==> src/rtl/cmd_dispatch_if.sv <==
// Command/response link between UART_wrapper and cmd_dispatch.
// Wrapper drives commands and send-done; dispatcher answers.
interface cmd_dispatch_if;
  logic        cmd_rdy;
  logic [15:0] cmd;
  logic        clr_cmd_rdy;
  logic        send_resp;
  logic [7:0]  resp;
  logic        resp_sent;

  modport master (
    output cmd_rdy,
    output cmd,
    output resp_sent,
    input  clr_cmd_rdy,
    input  send_resp,
    input  resp
  );

  modport slave (
    input  cmd_rdy,
    input  cmd,
    input  resp_sent,
    output clr_cmd_rdy,
    output send_resp,
    output resp
  );
endinterface

==> src/rtl/cmd_dispatch.sv <==
// Serial command executor: config register bank, calibration
// launch/monitor, one command in flight, one response per command.
module cmd_dispatch #(
  parameter int         CAL_TMO = 1024,
  parameter logic [7:0] ACK     = 8'hA5,
  parameter logic [7:0] NAK     = 8'hEE
) (
  input  logic           clk,
  input  logic           rst,
  cmd_dispatch_if.slave  u_if,
  output logic           strt_cal,
  input  logic           cal_done,
  output logic [31:0]    cfg_regs,
  output logic           busy
);

  localparam int CW = $clog2(CAL_TMO);
  localparam logic [CW-1:0] CNT_LAST = CW'(CAL_TMO - 1);

  typedef enum logic [2:0] {
    S_IDLE,
    S_DECODE,
    S_CAL_WAIT,
    S_RESP,
    S_WAIT_SENT
  } state_t;

  state_t          r_state;
  logic [15:0]     r_cmd;
  logic [3:0][7:0] r_regs;
  logic [7:0]      r_resp;
  logic [CW-1:0]   r_cnt;
  logic            r_clr;
  logic            r_send;
  logic            r_strt;
  logic            r_busy;

  logic [3:0] w_op;
  logic [3:0] w_addr;
  logic [7:0] w_data;
  logic [1:0] w_idx;
  logic       w_addr_ok;
  logic       w_op_ping;
  logic       w_op_wr;
  logic       w_op_rd;
  logic       w_op_cal;

  assign w_op      = r_cmd[15:12];
  assign w_addr    = r_cmd[11:8];
  assign w_data    = r_cmd[7:0];
  assign w_idx     = w_addr[1:0];
  assign w_addr_ok = (w_addr[3:2] == 2'b00);
  assign w_op_ping = (w_op == 4'h0);
  assign w_op_wr   = (w_op == 4'h1);
  assign w_op_rd   = (w_op == 4'h2);
  assign w_op_cal  = (w_op == 4'h3);

  assign u_if.clr_cmd_rdy = r_clr;
  assign u_if.send_resp   = r_send;
  assign u_if.resp        = r_resp;
  assign strt_cal         = r_strt;
  assign cfg_regs         = r_regs;
  assign busy             = r_busy;

  // Command FSM; pulses are registered on the transition into
  // the cycle where they must be seen.
  always_ff @(posedge clk) begin
    if (rst) begin
      r_state <= S_IDLE;
      r_cmd   <= '0;
      r_regs  <= '0;
      r_resp  <= '0;
      r_cnt   <= '0;
      r_clr   <= 1'b0;
      r_send  <= 1'b0;
      r_strt  <= 1'b0;
      r_busy  <= 1'b0;
    end else begin
      r_clr  <= 1'b0;
      r_send <= 1'b0;
      r_strt <= 1'b0;
      case (r_state)
        S_IDLE: begin
          if (u_if.cmd_rdy) begin
            r_cmd   <= u_if.cmd;
            r_clr   <= 1'b1;
            r_busy  <= 1'b1;
            r_state <= S_DECODE;
          end
        end
        S_DECODE: begin
          r_state <= S_RESP;
          unique case (1'b1)
            w_op_cal: begin
              r_strt  <= 1'b1;
              r_cnt   <= '0;
              r_state <= S_CAL_WAIT;
            end
            w_op_ping: r_resp <= ACK;
            w_op_wr: begin
              if (w_addr_ok) begin
                r_regs[w_idx] <= w_data;
                r_resp        <= ACK;
              end else begin
                r_resp <= NAK;
              end
            end
            w_op_rd: begin
              if (w_addr_ok) r_resp <= r_regs[w_idx];
              else           r_resp <= NAK;
            end
            default: r_resp <= NAK;
          endcase
        end
        S_CAL_WAIT: begin
          r_cnt <= r_cnt + 1'b1;
          if (cal_done) begin
            r_resp  <= ACK;
            r_state <= S_RESP;
          end else if (r_cnt == CNT_LAST) begin
            r_resp  <= NAK;
            r_state <= S_RESP;
          end
        end
        S_RESP: begin
          r_send  <= 1'b1;
          r_state <= S_WAIT_SENT;
        end
        S_WAIT_SENT: begin
          if (u_if.resp_sent) begin
            r_busy  <= 1'b0;
            r_state <= S_IDLE;
          end
        end
        default: begin
          r_busy  <= 1'b0;
          r_state <= S_IDLE;
        end
      endcase
    end
  end

endmodule
==> src/flat_wrapper.sv <==
// flat-port wrapper written by rule: the top's interface ports become plain ports
module cmd_dispatch_flat 
#(
  parameter int         CAL_TMO = 1024,
  parameter logic [7:0] ACK     = 8'hA5,
  parameter logic [7:0] NAK     = 8'hEE
)
  (clk, rst, strt_cal, cal_done, cfg_regs, busy, u_if_cmd_rdy, u_if_cmd, u_if_resp_sent, u_if_clr_cmd_rdy, u_if_send_resp, u_if_resp);
  cmd_dispatch_if u_if_i ();
  input  logic clk;
  input  logic rst;
  output logic strt_cal;
  input  logic cal_done;
  output logic [31:0] cfg_regs;
  output logic busy;
  input wire logic [$bits(u_if_i.cmd_rdy)-1:0] u_if_cmd_rdy;
  input wire logic [$bits(u_if_i.cmd)-1:0] u_if_cmd;
  input wire logic [$bits(u_if_i.resp_sent)-1:0] u_if_resp_sent;
  output wire logic [$bits(u_if_i.clr_cmd_rdy)-1:0] u_if_clr_cmd_rdy;
  output wire logic [$bits(u_if_i.send_resp)-1:0] u_if_send_resp;
  output wire logic [$bits(u_if_i.resp)-1:0] u_if_resp;
  assign u_if_i.cmd_rdy = u_if_cmd_rdy;
  assign u_if_i.cmd = u_if_cmd;
  assign u_if_i.resp_sent = u_if_resp_sent;
  assign u_if_clr_cmd_rdy = u_if_i.clr_cmd_rdy;
  assign u_if_send_resp = u_if_i.send_resp;
  assign u_if_resp = u_if_i.resp;
  cmd_dispatch #(.CAL_TMO(CAL_TMO), .ACK(ACK), .NAK(NAK)) u_core (.clk(clk), .rst(rst), .u_if(u_if_i), .strt_cal(strt_cal), .cal_done(cal_done), .cfg_regs(cfg_regs), .busy(busy));
endmodule
==> config.mk <==
export PLATFORM = sky130hd
export DESIGN_NAME = cmd_dispatch_flat
export DESIGN_NICKNAME = d
export VERILOG_FILES = /design/src/rtl/cmd_dispatch_if.sv /design/src/rtl/cmd_dispatch.sv /design/src/flat_wrapper.sv
export SDC_FILE = /design/constraint.sdc
export NUM_CORES = 1
export LEC_CHECK = 0
export CAP_MARGIN = 25
export CORE_MARGIN = 2
export CORE_UTILIZATION = 35
export DETAILED_ROUTE_END_ITERATION = 6
export PLACE_DENSITY = 0.59
export REMOVE_ABC_BUFFERS = 1
export SLEW_MARGIN = 20
export SYNTH_ARGS = -nofsm -noshare
export SYNTH_HDL_FRONTEND = slang
export SYNTH_SLANG_ARGS = --single-unit
==> constraint.sdc <==
create_clock -name clk -period 1.99 [get_ports clk]
set_input_delay 0.2985 -clock clk [delete_from_list [all_inputs] [get_ports clk]]
set_output_delay 0.2985 -clock clk [all_outputs]
set_load 0.01 [all_outputs]
# Yosys cells after proc, flatten, opt, wreduce, memory -nomap -nowiden
# Cells that the tools add are included.
dict set report op_classes {
  n_lt_le_gt_ge 2
  mux 25
  add_sub_neg 1
  reduce_logical 14
  n_eq_ne 13
  bitwise_logic 3
}
# op n
set op_table {}
lappend op_table {{two-way mux 8 bit} 5}
lappend op_table {{bitwise mux 32 bit} 1}
lappend op_table {{case mux 8 bit (4 select lines)} 1}
lappend op_table {{case mux 10 bit (2 select lines)} 1}
lappend op_table {{binary-select mux 8 bit (select 2 bit)} 1}
lappend op_table {{demux 8 bit (select 2 bit)} 1}
lappend op_table {{case mux 8 bit (2 select lines)} 1}
lappend op_table {{case mux 3 bit (5 select lines)} 1}
lappend op_table {{two-way mux 3 bit} 4}
lappend op_table {{AND reduction 3 bit} 4}
lappend op_table {{adder 10 x 1 -> 10 bit (second input constant)} 1}
lappend op_table {{equality test 10 bit (second input constant)} 1}
lappend op_table {{two-way mux 10 bit} 1}
lappend op_table {{equality test 4 x 2 -> 1 bit (second input constant)} 2}
lappend op_table {{two-way mux 7 bit} 1}
lappend op_table {{equality test 3 x 2 -> 1 bit (second input constant)} 2}
lappend op_table {{two-way mux 1 bit} 6}
lappend op_table {{!= test 2 bit (second input constant)} 3}
lappend op_table {{equality test 4 x 1 -> 1 bit (second input constant)} 1}
lappend op_table {{logical NOT 4 bit} 1}
lappend op_table {{AND reduction 2 bit} 2}
lappend op_table {{OR reduction 2 bit} 2}
lappend op_table {{equality test 3 x 1 -> 1 bit (second input constant)} 1}
lappend op_table {{equality test 3 bit (second input constant)} 1}
lappend op_table {{11 further kinds} 13}
dict set report word_totals {
  ff_bits 73
  in_bits 21
  wordCells 70
  output_inout_bits 44
}

# Logic depth before layout (Yosys ltp)
# Gate-level depths: netlist (run 1).
dict set report logic_depth {
  ltp_word 5
  depth_mapped 7
  ltp_nobuf 5
}

# Worst setup path after synthesis (run 1)
# OpenSTA, ideal clock, no wires.
dict set report synth_timing {
  path_type {flip-flop to flip-flop}
  from {reg u_core.r_cnt[0]}
  to {reg u_core.r_resp[2] (netlist: u_core.u_if.resp[2])}
  synth_period_minus_slack_ps 1692
  required_time_ps 1904
  stages_incl_launch_ff 8
  path_buffers 2
  arrival_time_ps 1607
  slack_ps 298
  setup_ps 86
  cell_sequence {dfxtp_1 > ha_1 > and4_1 > clkbuf_1 > nand4_4 > and2_4 > buf_6 > a211oi_1}
}
dict set report synth_via {
  elab_chain_cells 3
}
# element line
set synth_rtl {}
lappend synth_rtl {{start: declaration} cmd_dispatch.sv:32} ;# logic [CW-1:0] r_cnt;
lappend synth_rtl {{start signal: assignment} cmd_dispatch.sv:116} ;# r_cnt <= r_cnt + 1'b1;
lappend synth_rtl {{equality test 10 bit} cmd_dispatch.sv:120} ;# end else if (r_cnt == CNT_LAST) begin
lappend synth_rtl {{!= test 3 x 2 -> 1 bit (no line)} --}
lappend synth_rtl {{AND reduction 3 bit (no line)} --}
lappend synth_rtl {{end signal: assignment} cmd_dispatch.sv:109} ;# if (w_addr_ok) r_resp <= r_regs[w_idx];
lappend synth_rtl {{end: declaration} cmd_dispatch.sv:31} ;# logic [7:0] r_resp;
# Every way passes these cells.
# A chain may end at the register's enable or synchronous reset.

# Final worst setup path (run 1)
dict set report layout_timing {
  from {reg u_core.r_state[0]}
  to {reg u_core.r_regs, in the netlist u_core.cfg_regs[0]}
}
dict set report layout_via {
  elab_chain_cells 2
}
# element line
set layout_rtl {}
lappend layout_rtl {{start: declaration} cmd_dispatch.sv:28} ;# state_t r_state;
lappend layout_rtl {{start signal: assignment} cmd_dispatch.sv:69} ;# r_state <= S_IDLE;
lappend layout_rtl {{start signal: assignment} cmd_dispatch.sv:88} ;# r_state <= S_DECODE;
lappend layout_rtl {{start signal: assignment} cmd_dispatch.sv:92} ;# r_state <= S_RESP;
lappend layout_rtl {{equality test 3 x 1 -> 1 bit} cmd_dispatch.sv:82} ;# case (r_state)
lappend layout_rtl {{AND reduction 3 bit (no line)} --}
lappend layout_rtl {{end signal: indexed assignment} cmd_dispatch.sv:102} ;# r_regs[w_idx] <= w_data;
lappend layout_rtl {{end: declaration} cmd_dispatch.sv:30} ;# logic [3:0][7:0] r_regs;
# Every way passes these cells.

==> run_results.csv, run 1 <==
group,metric,value,unit
place,place_area,4200,um2
worst_hold_path,hold_start,"rst",
clock_network,insertion_delay,0.35,ns
sta,setup_ws,0.118,ns
setup_path,path_class,"reg -> reg",
place,numPortBuffers,64,
sta,finalClockSkew,0.0140,ns
clock_network,cts_setup_buffers,0,
global_route,grt_pass1_vias,2524,
worst_hold_path,min_to,"u_core.r_state[2]",
drt,drc_errors,0,
global_route,grt_use_met1,23.0,%
drt,drtPass1Iterations,4,
sta,hold_viol,0,
setup_path,r2r-start,"u_core.r_state[0]",
finish,drive_above_1_share,14.1,%
logic_synthesis,ys_warn_count,0,
finish,fin_nets,444,
sta,slew_headroom,67.3,%
pwr,leakage,1.68,nW
global_route,grt_most_used_layer,"met2",
floorplan,initial_core_util,36.3,%
drt,vias,2728,
logic_synthesis,netlist.top_cell.by_area,"dfxtp_1",
sta,finalSetupViolations,0,
place,dp_cells,540,
setup_path,endpoint_kind,"register",
status,status,"finished, final reports clean",
floorplan,rows,35,
finish,final_util,47.7,%
finish,layout_commonest_cell,"dfxtp_1",
floorplan,dieArea,10400,um2
clock_network,cts_tree,"built",
drt,drt_iter0_markers,127,
clock_network,cts_resized,0,
finish,syn2layout_area_growth,31.6,%
global_route,antenna_found_initial,0,
logic_synthesis,synth-async-reset-ratio,0,%
floorplan,coreArea,9280,um2
finish,n_antenna_cell,0,
sta,timing.hold.ws,0.331,ns
global_route,grtUsageMet3,3.15,%
global_route,gr-usage-met2,24.2,%
sta,fin_crit,1.87,ns
clock_network,h-tree-depth,3,
clock_network,cts.sinks,73,
clock_network,hold_buffers,0,
setup_path,r2r_end,"u_core.cfg_regs[0]",
logic_synthesis,netlist_instances,355,
drt,routed_via_density,4.91,
place,pre_cts_slack,0.0804,ns
logic_synthesis,yosys.area.top_type_share,43.4,%
finish,fin_area,4430,um2
setup_path,path_max_fanout,8,
clock_network,cts_root_buf,"clkbuf_8",
floorplan,die_w,102,um
setup_path,worstPathRequired,2.21,ns
clock_network,clk_path_buf_depth,2,
global_route,gr-total-overflow,0,
global_route,grt_max_degree,39,
logic_synthesis,ys.flop_type,"dfxtp_1",
setup_path,start_kind,"register",
pwr,power.total,3.59,mW
logic_synthesis,syn_area,3370,um2
drt,wl,8270,um
floorplan,die_y,102,um
logic_synthesis,synthDistinctLibCells,45,
drt,drtAntennaViolNets,0,
global_route,track_usage,16.2,%
logic_synthesis,avgSynthCellArea,9.49,um2
finish,fin_cells,556,
logic_synthesis,seq_area_frac_synth,43.4,%
place,hpwl,5900,um
sta,rsz0062_at_grt,"no",
pwr,ir_worst_vdd,0.469,mV
setup_path,reg2regPathDepth,4,
run,max_cap_violations,0,
clock_network,numCtsBuffers,9,
floorplan,io_pins,65,
setup_path,crit_arrival,2.09,ns
logic_synthesis,synth-edff-count,0,
setup_path,ff2ff_setup_slack,0.12,ns
sta,drv_slew,0,
drt,routedWlPerCell,14.9,um
logic_synthesis,synth_area_leaders,"dfxtp_1 43%, mux2i_1 10%, nand2b_1 8.0%",
worst_hold_path,holdPathStages,2,
sta,fin_crit_sh,94.1,%
sta,worst_pin_slew,0.491,ns
sta,clock.fmax,0.534,GHz
finish,final_cell_mix,"73 x dfxtp_1, 63 x clkdlybuf4s50_1, 43 x nand2b_1, 39 x nand2_1, 34 x mux2i_1",
sta,tns,0,ns
worst_hold_path,min_path_type,"in -> reg",
place,place.gp.congestion,0.727,
global_route,grt_pass1_wl,13000,um
pwr,p_per_area,809,nW/um2
logic_synthesis,ys_seq_elements,73,
clock_network,cts.clk_slew.worst_paths,0.08,ns
final cells by class:
type	count	area, um2
clock buffer	10	138
sequential	73	1460
fill	905	4850
tap	129	161
inverter	10	37.5
clock inverter	6	90.1
timing repair buffer	83	803
multi-input combinational	245	1740
where the power goes:
part	internal [mW]	total, mW	switching, mW	leakage, nW
registers	1.54	1.61	0.0711	0.593
clock network	0.745	1.34	0.597	0.113
logic	0.316	0.633	0.317	0.977
state kept, by name, indices dropped and copies added, names as in the netlist:
name	count
u_core.u_if.send_resp	1
u_core.strt_cal	1
u_core.cfg_regs	32
u_core.r_cnt	10
u_core.r_cmd	16
u_core.u_if.clr_cmd_rdy	1
u_core.u_if.resp	8
u_core.r_state	3
u_core.busy	1
cells by family (layout without fill, tap and decap cells):
group	Yosys count	after routing	synth area share (%)
and+or+nand+nor	139	139	23.7
DFF	73	73	43.4
AOI/OAI and AO/OA	63	63	12.5
muxes	42	42	15.1
buffers and inverters	37	109	4.94
adders and majority gates	1	1	0.371
critical path: stages, from the launching register on:
cell,delay (ns)
dfxtp_1,0.45
nor3b_4,0.24
and4_1,0.27
or3b_1,0.59
mux2i_1,0.20
Yosys cell counts (all sizes together) (5+ instances only):
master,n
inv,10
a211oi,11
nand2b,43
nand3,5
nor2,16
dfxtp,73
mux4,7
nor3,8
clkbuf,17
mux2i,34
o21ai,5
a21oi,29
buf,10
nand2,39
routing by layer:
layer	wire [um]	share of wire (%)
met1	4030	49
met2	3730	45
met3	349	4.2
met4	157	1.9
met5	0	0
worst max path at each step:
stage                            startpoint            endpoint  slack [ns]  depth (start not counted)
final                     u_core.r_state[0]  u_core.cfg_regs[0]        0.12                          4
after global routing      u_core.r_state[0]  u_core.cfg_regs[0]        0.03                          4
after CTS                 u_core.r_state[0]  u_core.cfg_regs[0]        0.10                          4
after detailed placement       u_if_cmd_rdy     u_core.r_cmd[0]        0.08                          5
after global placement         u_if_cmd_rdy     u_core.r_cmd[0]        0.09                          5
after floorplan           u_core.r_state[0]  u_core.cfg_regs[0]        0.12                          4
No activity file was read; power rests on OpenSTA's default activity.
==> inputs of run 2 (changes only) <==
--- a/config.mk
+++ b/config.mk
@@ -5,6 +5,7 @@
 export SDC_FILE = /design/constraint.sdc
 export NUM_CORES = 1
 export LEC_CHECK = 0
+export ABC_AREA = 1
 export CAP_MARGIN = 25
 export CORE_MARGIN = 2
 export CORE_UTILIZATION = 35
==> constraint.sdc (replaced) <==
create_clock -name clk -period 2.1 [get_ports clk]
set_input_delay 0.315 -clock clk [delete_from_list [all_inputs] [get_ports clk]]
set_output_delay 0.315 -clock clk [all_outputs]
set_load 0.01 [all_outputs]
==> run_results.csv, run 2 <==
group,metric,value,unit
status,status,"finished, final reports clean",
drt,drtAntennaViolNets,0,
finish,drive_above_1_share,9.21,%
sta,hold_viol,0,
pwr,leakage,1.55,nW
setup_path,crit_buf_inv,0,
global_route,grt_max_degree,62,
clock_network,cts_setup_buffers,0,
drt,drt_iter0_markers,102,
setup_path,crit_arrival,1.95,ns
setup_path,endpoint_kind,"register",
floorplan,die_y,98.0,um
sta,slew_headroom,73.1,%
setup_path,critPathMostFrequentCell,"nand2_1",
floorplan,coreArea,8640,um2
place,hpwl,5340,um
clock_network,insertion_delay,0.35,ns
setup_path,path_class,"reg -> reg",
setup_path,cp_slowest_cell,"dfxtp_1",
finish,fin_nets,496,
logic_synthesis,synth-edff-count,0,
drt,drtPass1Iterations,4,
drt,routedWlPerCell,13.3,um
drt,wl,7820,um
logic_synthesis,netlist_instances,409,
pwr,ir_worst_vdd,0.333,mV
clock_network,cts_tree,"built",
clock_network,cts.clk_slew.worst_paths,0.07,ns
global_route,grt_pass1_vias,2705,
logic_synthesis,synth_area_leaders,"dfxtp_1 47%, a21oi_1 10%, nand2_1 9.7%",
finish,fin_area,4020,um2
sta,rsz0062_at_grt,"no",
place,pre_cts_slack,0.410,ns
logic_synthesis,ys.flop_type,"dfxtp_1",
sta,setup_ws,0.400,ns
setup_path,slowest_delay,0.37,ns
run,max_cap_violations,0,
floorplan,initial_core_util,35.8,%
sta,fin_crit,1.70,ns
finish,final_cell_mix,"80 x nand2_1, 73 x dfxtp_1, 64 x a21oi_1, 64 x clkdlybuf4s50_1, 54 x o21ai_0",
global_route,antenna_found_initial,0,
logic_synthesis,syn_area,3090,um2
sta,worst_pin_slew,0.402,ns
sta,fin_crit_sh,80.9,%
logic_synthesis,yosys.area.top_type_share,47.2,%
clock_network,cts.sinks,73,
global_route,track_usage,17.0,%
place,place.gp.congestion,0.773,
worst_hold_path,min_to,"u_core.r_cmd[11]",
logic_synthesis,synthDistinctLibCells,28,
floorplan,rows,34,
logic_synthesis,synth-async-reset-ratio,0,%
logic_synthesis,ys_warn_count,0,
logic_synthesis,yosysMostFrequentCell,"nand2_1",
global_route,grt_pass1_wl,13200,um
logic_synthesis,netlist.top_cell.by_area,"dfxtp_1",
global_route,gr-total-overflow,0,
finish,largest_reg_flops,32,
finish,fill_cells,866,
sta,clock.fmax,0.588,GHz
clock_network,clk_path_buf_depth,2,
floorplan,dieArea,9610,um2
finish,syn2layout_area_growth,29.8,%
drt,drc_errors,0,
clock_network,h-tree-depth,3,
logic_synthesis,synth_common_cells,"80 x nand2_1, 73 x dfxtp_1, 64 x a21oi_1",
place,place_area,3840,um2
setup_path,reg2regPathDepth,8,
drt,routed_via_density,4.82,
logic_synthesis,avgSynthCellArea,7.57,um2
logic_synthesis,ys_seq_elements,73,
sta,finalClockSkew,0.00732,ns
setup_path,crit_family,"simple AND/OR/NAND/NOR gates",
setup_path,crit_start,"u_core.r_cnt[0]",
floorplan,die_w,98.0,um
setup_path,worstPathRequired,2.35,ns
clock_network,cts_resized,0,
setup_path,path_max_fanout,11,
setup_path,r2r_end,"u_core.u_if.resp[7]",
setup_path,path_cells,"ha_1, nand2_1, nor2_2, nand4_1, o21ai_2, nand2_1, nor3_1, nor2_1",
sta,tns,0,ns
sta,drv_slew,0,
clock_network,hold_buffers,0,
finish,n_antenna_cell,0,
finish,final_util,46.5,%
finish,layout_commonest_cell,"nand2_1",
setup_path,start_kind,"register",
sta,finalSetupViolations,0,
pwr,p_per_area,800,nW/um2
drt,vias,2827,
place,numPortBuffers,64,
clock_network,cts_root_buf,"clkbuf_8",
clock_network,numCtsBuffers,9,
worst_hold_path,hold_start,"u_core.r_cmd[11]",
floorplan,io_pins,65,
logic_synthesis,seq_area_frac_synth,47.2,%
setup_path,ff2ff_setup_slack,0.40,ns
worst_hold_path,min_path_type,"reg -> reg",
worst_hold_path,holdPathStages,2,
setup_path,r2r-start,"u_core.r_cnt[0]",
==> run 2: final cells by class <==
class                   count  area (um2)  share of cell area (%)
clock buffers              13         169                    4.20
inverters                  43         161                    4.02
multi-input cells         277        1380                    34.4
well taps                 108         135                    3.36
clock inverters             2        12.5                   0.311
flip-flops and latches     73        1460                    36.4
repair buffers             70         698                    17.4
==> run 2: through the flow <==
stage	hold slack [ns]	std cells	power, mW
floorplan	0.384	393	1.95
global placement	0.438	571	2.22
detailed placement	0.442	571	2.22
CTS	0.453	586	3.25
global route	0.464	586	3.39
finish	0.448	586	3.21
==> run 2: cells by family after synthesis <==
family          synth area share [%]
buf+inv                         8.17
fa+ha+maj                      0.404
compound gates                  23.6
simple gates                    20.6
flops                           47.2
==> run 2: worst max-delay path by stage <==
stage | cells past startpoint | end | slack (ns)
2_1_floorplan | 4 | u_core.r_cmd[0] | 0.51
3_3_place_gp | 8 | u_core.u_if.resp[7] | 0.47
3_5_place_dp | 8 | u_core.u_if.resp[2] | 0.41
4_1_cts | 8 | u_core.u_if.resp[2] | 0.39
5_1_grt | 8 | u_core.u_if.resp[7] | 0.15
6_report | 8 | u_core.u_if.resp[7] | 0.40
==> run 2: metal layers <==
metal / up-vias / GRT usage, % / part of all wire [%]
met2: 68 / 27.5 / 46
met3: 6 / 4.44 / 5.6
met5: - / 0 / 0
li1: 1494 / - / -
met1: 1259 / 22.2 / 48
met4: 0 / 5.13 / 0.79
==> run 2: tightest hold or removal path, cell delays in order, from the launching register on <==
cell	delay, ns
dfxtp_1	0.31
inv_1	0.05
a21oi_1	0.05
==> run 2: power breakdown <==
group          total (mW)  internal [mW]  leakage, nW  switching [mW]
sequential           1.56           1.48        0.594          0.0721
combinational       0.629          0.255        0.862           0.374
clock                1.03          0.518       0.0915           0.509
==> inputs of run 3 (changes only) <==
--- a/config.mk
+++ b/config.mk
@@ -10,7 +10,7 @@
 export CORE_MARGIN = 2
 export CORE_UTILIZATION = 35
 export DETAILED_ROUTE_END_ITERATION = 6
-export PLACE_DENSITY = 0.59
+export PLACE_DENSITY = 0.62
 export REMOVE_ABC_BUFFERS = 1
 export SLEW_MARGIN = 20
 export SYNTH_ARGS = -nofsm -noshare
==> constraint.sdc (replaced) <==
create_clock -name clk -period 1.55 [get_ports clk]
set_input_delay 0.2325 -clock clk [delete_from_list [all_inputs] [get_ports clk]]
set_output_delay 0.2325 -clock clk [all_outputs]
set_load 0.01 [all_outputs]
==> run_results.csv, run 3 (synthesis results as in run 2) <==
group,metric,value,unit
status,status,"complete, but fails checks",
status,violations,"negative setup slack",
drt,drtPass1Iterations,4,
sta,tns,-0.251,ns
setup_path,r2r_end,"u_core.cfg_regs[21]",
finish,n_antenna_cell,0,
place,pre_cts_slack,-0.0367,ns
sta,finalClockSkew,0.0118,ns
drt,routed_via_density,4.97,
drt,drc_errors,0,
sta,hold_viol,0,
setup_path,endpoint_kind,"register",
sta,clock.fmax,0.624,GHz
worst_hold_path,holdPathStages,2,
sta,timing.hold.ws,0.449,ns
run,max_cap_violations,0,
global_route,grt_pass1_wl,13000,um
floorplan,rows,34,
clock_network,clk_path_buf_depth,2,
finish,final_cell_mix,"71 x nand2_1, 68 x dfxtp_1, 59 x a21oi_1, 48 x clkdlybuf4s50_1, 40 x o21ai_0",
worst_hold_path,min_to,"u_core.r_cmd[10]",
setup_path,start_kind,"register",
finish,fin_area,4630,um2
drt,vias,3074,
place,numPortBuffers,64,
clock_network,cts.sinks,73,
place,place_area,3980,um2
floorplan,initial_core_util,35.8,%
floorplan,die_w,98.0,um
setup_path,crit_arrival,1.88,ns
clock_network,cts.clk_slew.worst_paths,0.07,ns
global_route,grt_pass1_vias,2889,
floorplan,dieArea,9610,um2
place,place.gp.congestion,0.785,
drt,drtAntennaViolNets,0,
clock_network,cts_tree,"built",
global_route,grt_max_degree,35,
sta,slew_headroom,82.7,%
clock_network,cts_root_buf,"clkbuf_8",
sta,rsz0062_at_grt,"yes",
global_route,antenna_found_initial,0,
drt,drt_iter0_markers,79,
worst_hold_path,min_path_type,"reg -> reg",
finish,layout_commonest_cell,"nand2_1",
worst_hold_path,hold_start,"u_core.r_cmd[10]",
pwr,ir_worst_vdd,0.526,mV
setup_path,r2r-start,"u_core.r_cmd[10]",
finish,fin_nets,530,
setup_path,path_class,"reg -> reg",
floorplan,io_pins,65,
clock_network,numCtsBuffers,9,
global_route,track_usage,16.7,%
floorplan,coreArea,8640,um2
setup_path,crit_start,"u_core.r_cmd[10]",
drt,wl,8860,um
setup_path,worstPathRequired,1.83,ns
finish,largest_reg_flops,32,
clock_network,h-tree-depth,3,
global_route,gr-total-overflow,0,
drt,routedWlPerCell,14.3,um
pwr,power.total,4.79,mW
place,hpwl,5570,um
floorplan,die_y,98.0,um
finish,drive_above_1_share,22.5,%
sta,worst_pin_slew,0.260,ns
clock_network,insertion_delay,0.34,ns
sta,fin_crit,1.60,ns
pwr,leakage,2.09,nW
sta,finalSetupViolations,13,
setup_path,reg2regPathDepth,9,
sta,drv_slew,0,
sta,fin_crit_sh,103,%
pwr,p_per_area,1030,nW/um2
setup_path,ff2ff_setup_slack,-0.05,ns
setup_path,path_max_fanout,7,
sta,setup_ws,-0.0515,ns
finish,syn2layout_area_growth,49.7,%
==> run 3: cell count changes in the layout (fill, tap and decap cells not counted), moves of 6 or more <==
cell	previous run	this run
nand2_1	80	71
buf_4	5	25
dlymetal6s2s_1	0	16
nand2_2	0	7
o21ai_1	6	15
o21ai_0	54	40
clkdlybuf4s50_1	64	48
buf_12	1	7
==> run 3: how the worst max path moves through the flow <==
stage	endpoint	slack (ns)	cells past startpoint
final	u_core.cfg_regs[21]	-0.05	9
after global routing	u_core.cfg_regs[21]	-0.17	9
after CTS	cfg_regs[22]	0.006	1
after detailed placement	u_core.u_if.resp[7]	-0.04	8
after global placement	u_core.u_if.resp[7]	0.02	8
after floorplan	u_core.r_cmd[0]	-0.04	4
==> run 3: timing repair <==
item | 4_1_cts | 5_1_grt
pin swaps | 0 | 23
cloned | 0 | 4
hold buffers | 0 | 0
setup endpoints to repair | 6 | 54
gates resized for setup | 1 | 87
buffers inserted | 0 | 17
==> run 3: worst max-delay path, stage by stage (launching register included) <==
cell	delay [ns]
dfxtp_1	0.31
nor2_1	0.20
inv_2	0.11
nor3_4	0.21
clkinv_4	0.12
nor2_4	0.17
buf_12	0.14
buf_8	0.13
o21ai_4	0.05
a21oi_2	0.09
==> run 3: report_power, final <==
group / total, mW / internal, mW / switching (mW)
logic: 1.04 / 0.448 / 0.596
clock network: 1.62 / 0.974 / 0.649
registers: 2.12 / 2.02 / 0.104
total: 4.79 / 3.44 / 1.35
==> run 3: metrics by stage <==
stage,cells,util [%]
finish,619,53.7
global route,619,53.7
CTS,599,48.6
detailed placement,585,46.1
global placement,585,46.1
floorplan,393,-
==> run 3: cell type report <==
type | count | area (um2)
timing repair inverter | 1 | 5.00
fill | 791 | 4000
tap | 108 | 135
sequential | 73 | 1470
clock inverter | 3 | 65.1
inverter | 43 | 179
timing repair buffer | 100 | 1060
clock buffer | 11 | 151
multi-input combinational | 280 | 1570
==> run 3: layer usage <==
metal | global-route usage (%) | wire, um
met5 | 0 | 0
met4 | 3.63 | 162
met3 | 6.23 | 550
met2 | 27.6 | 4330
met1 | 20.7 | 3810
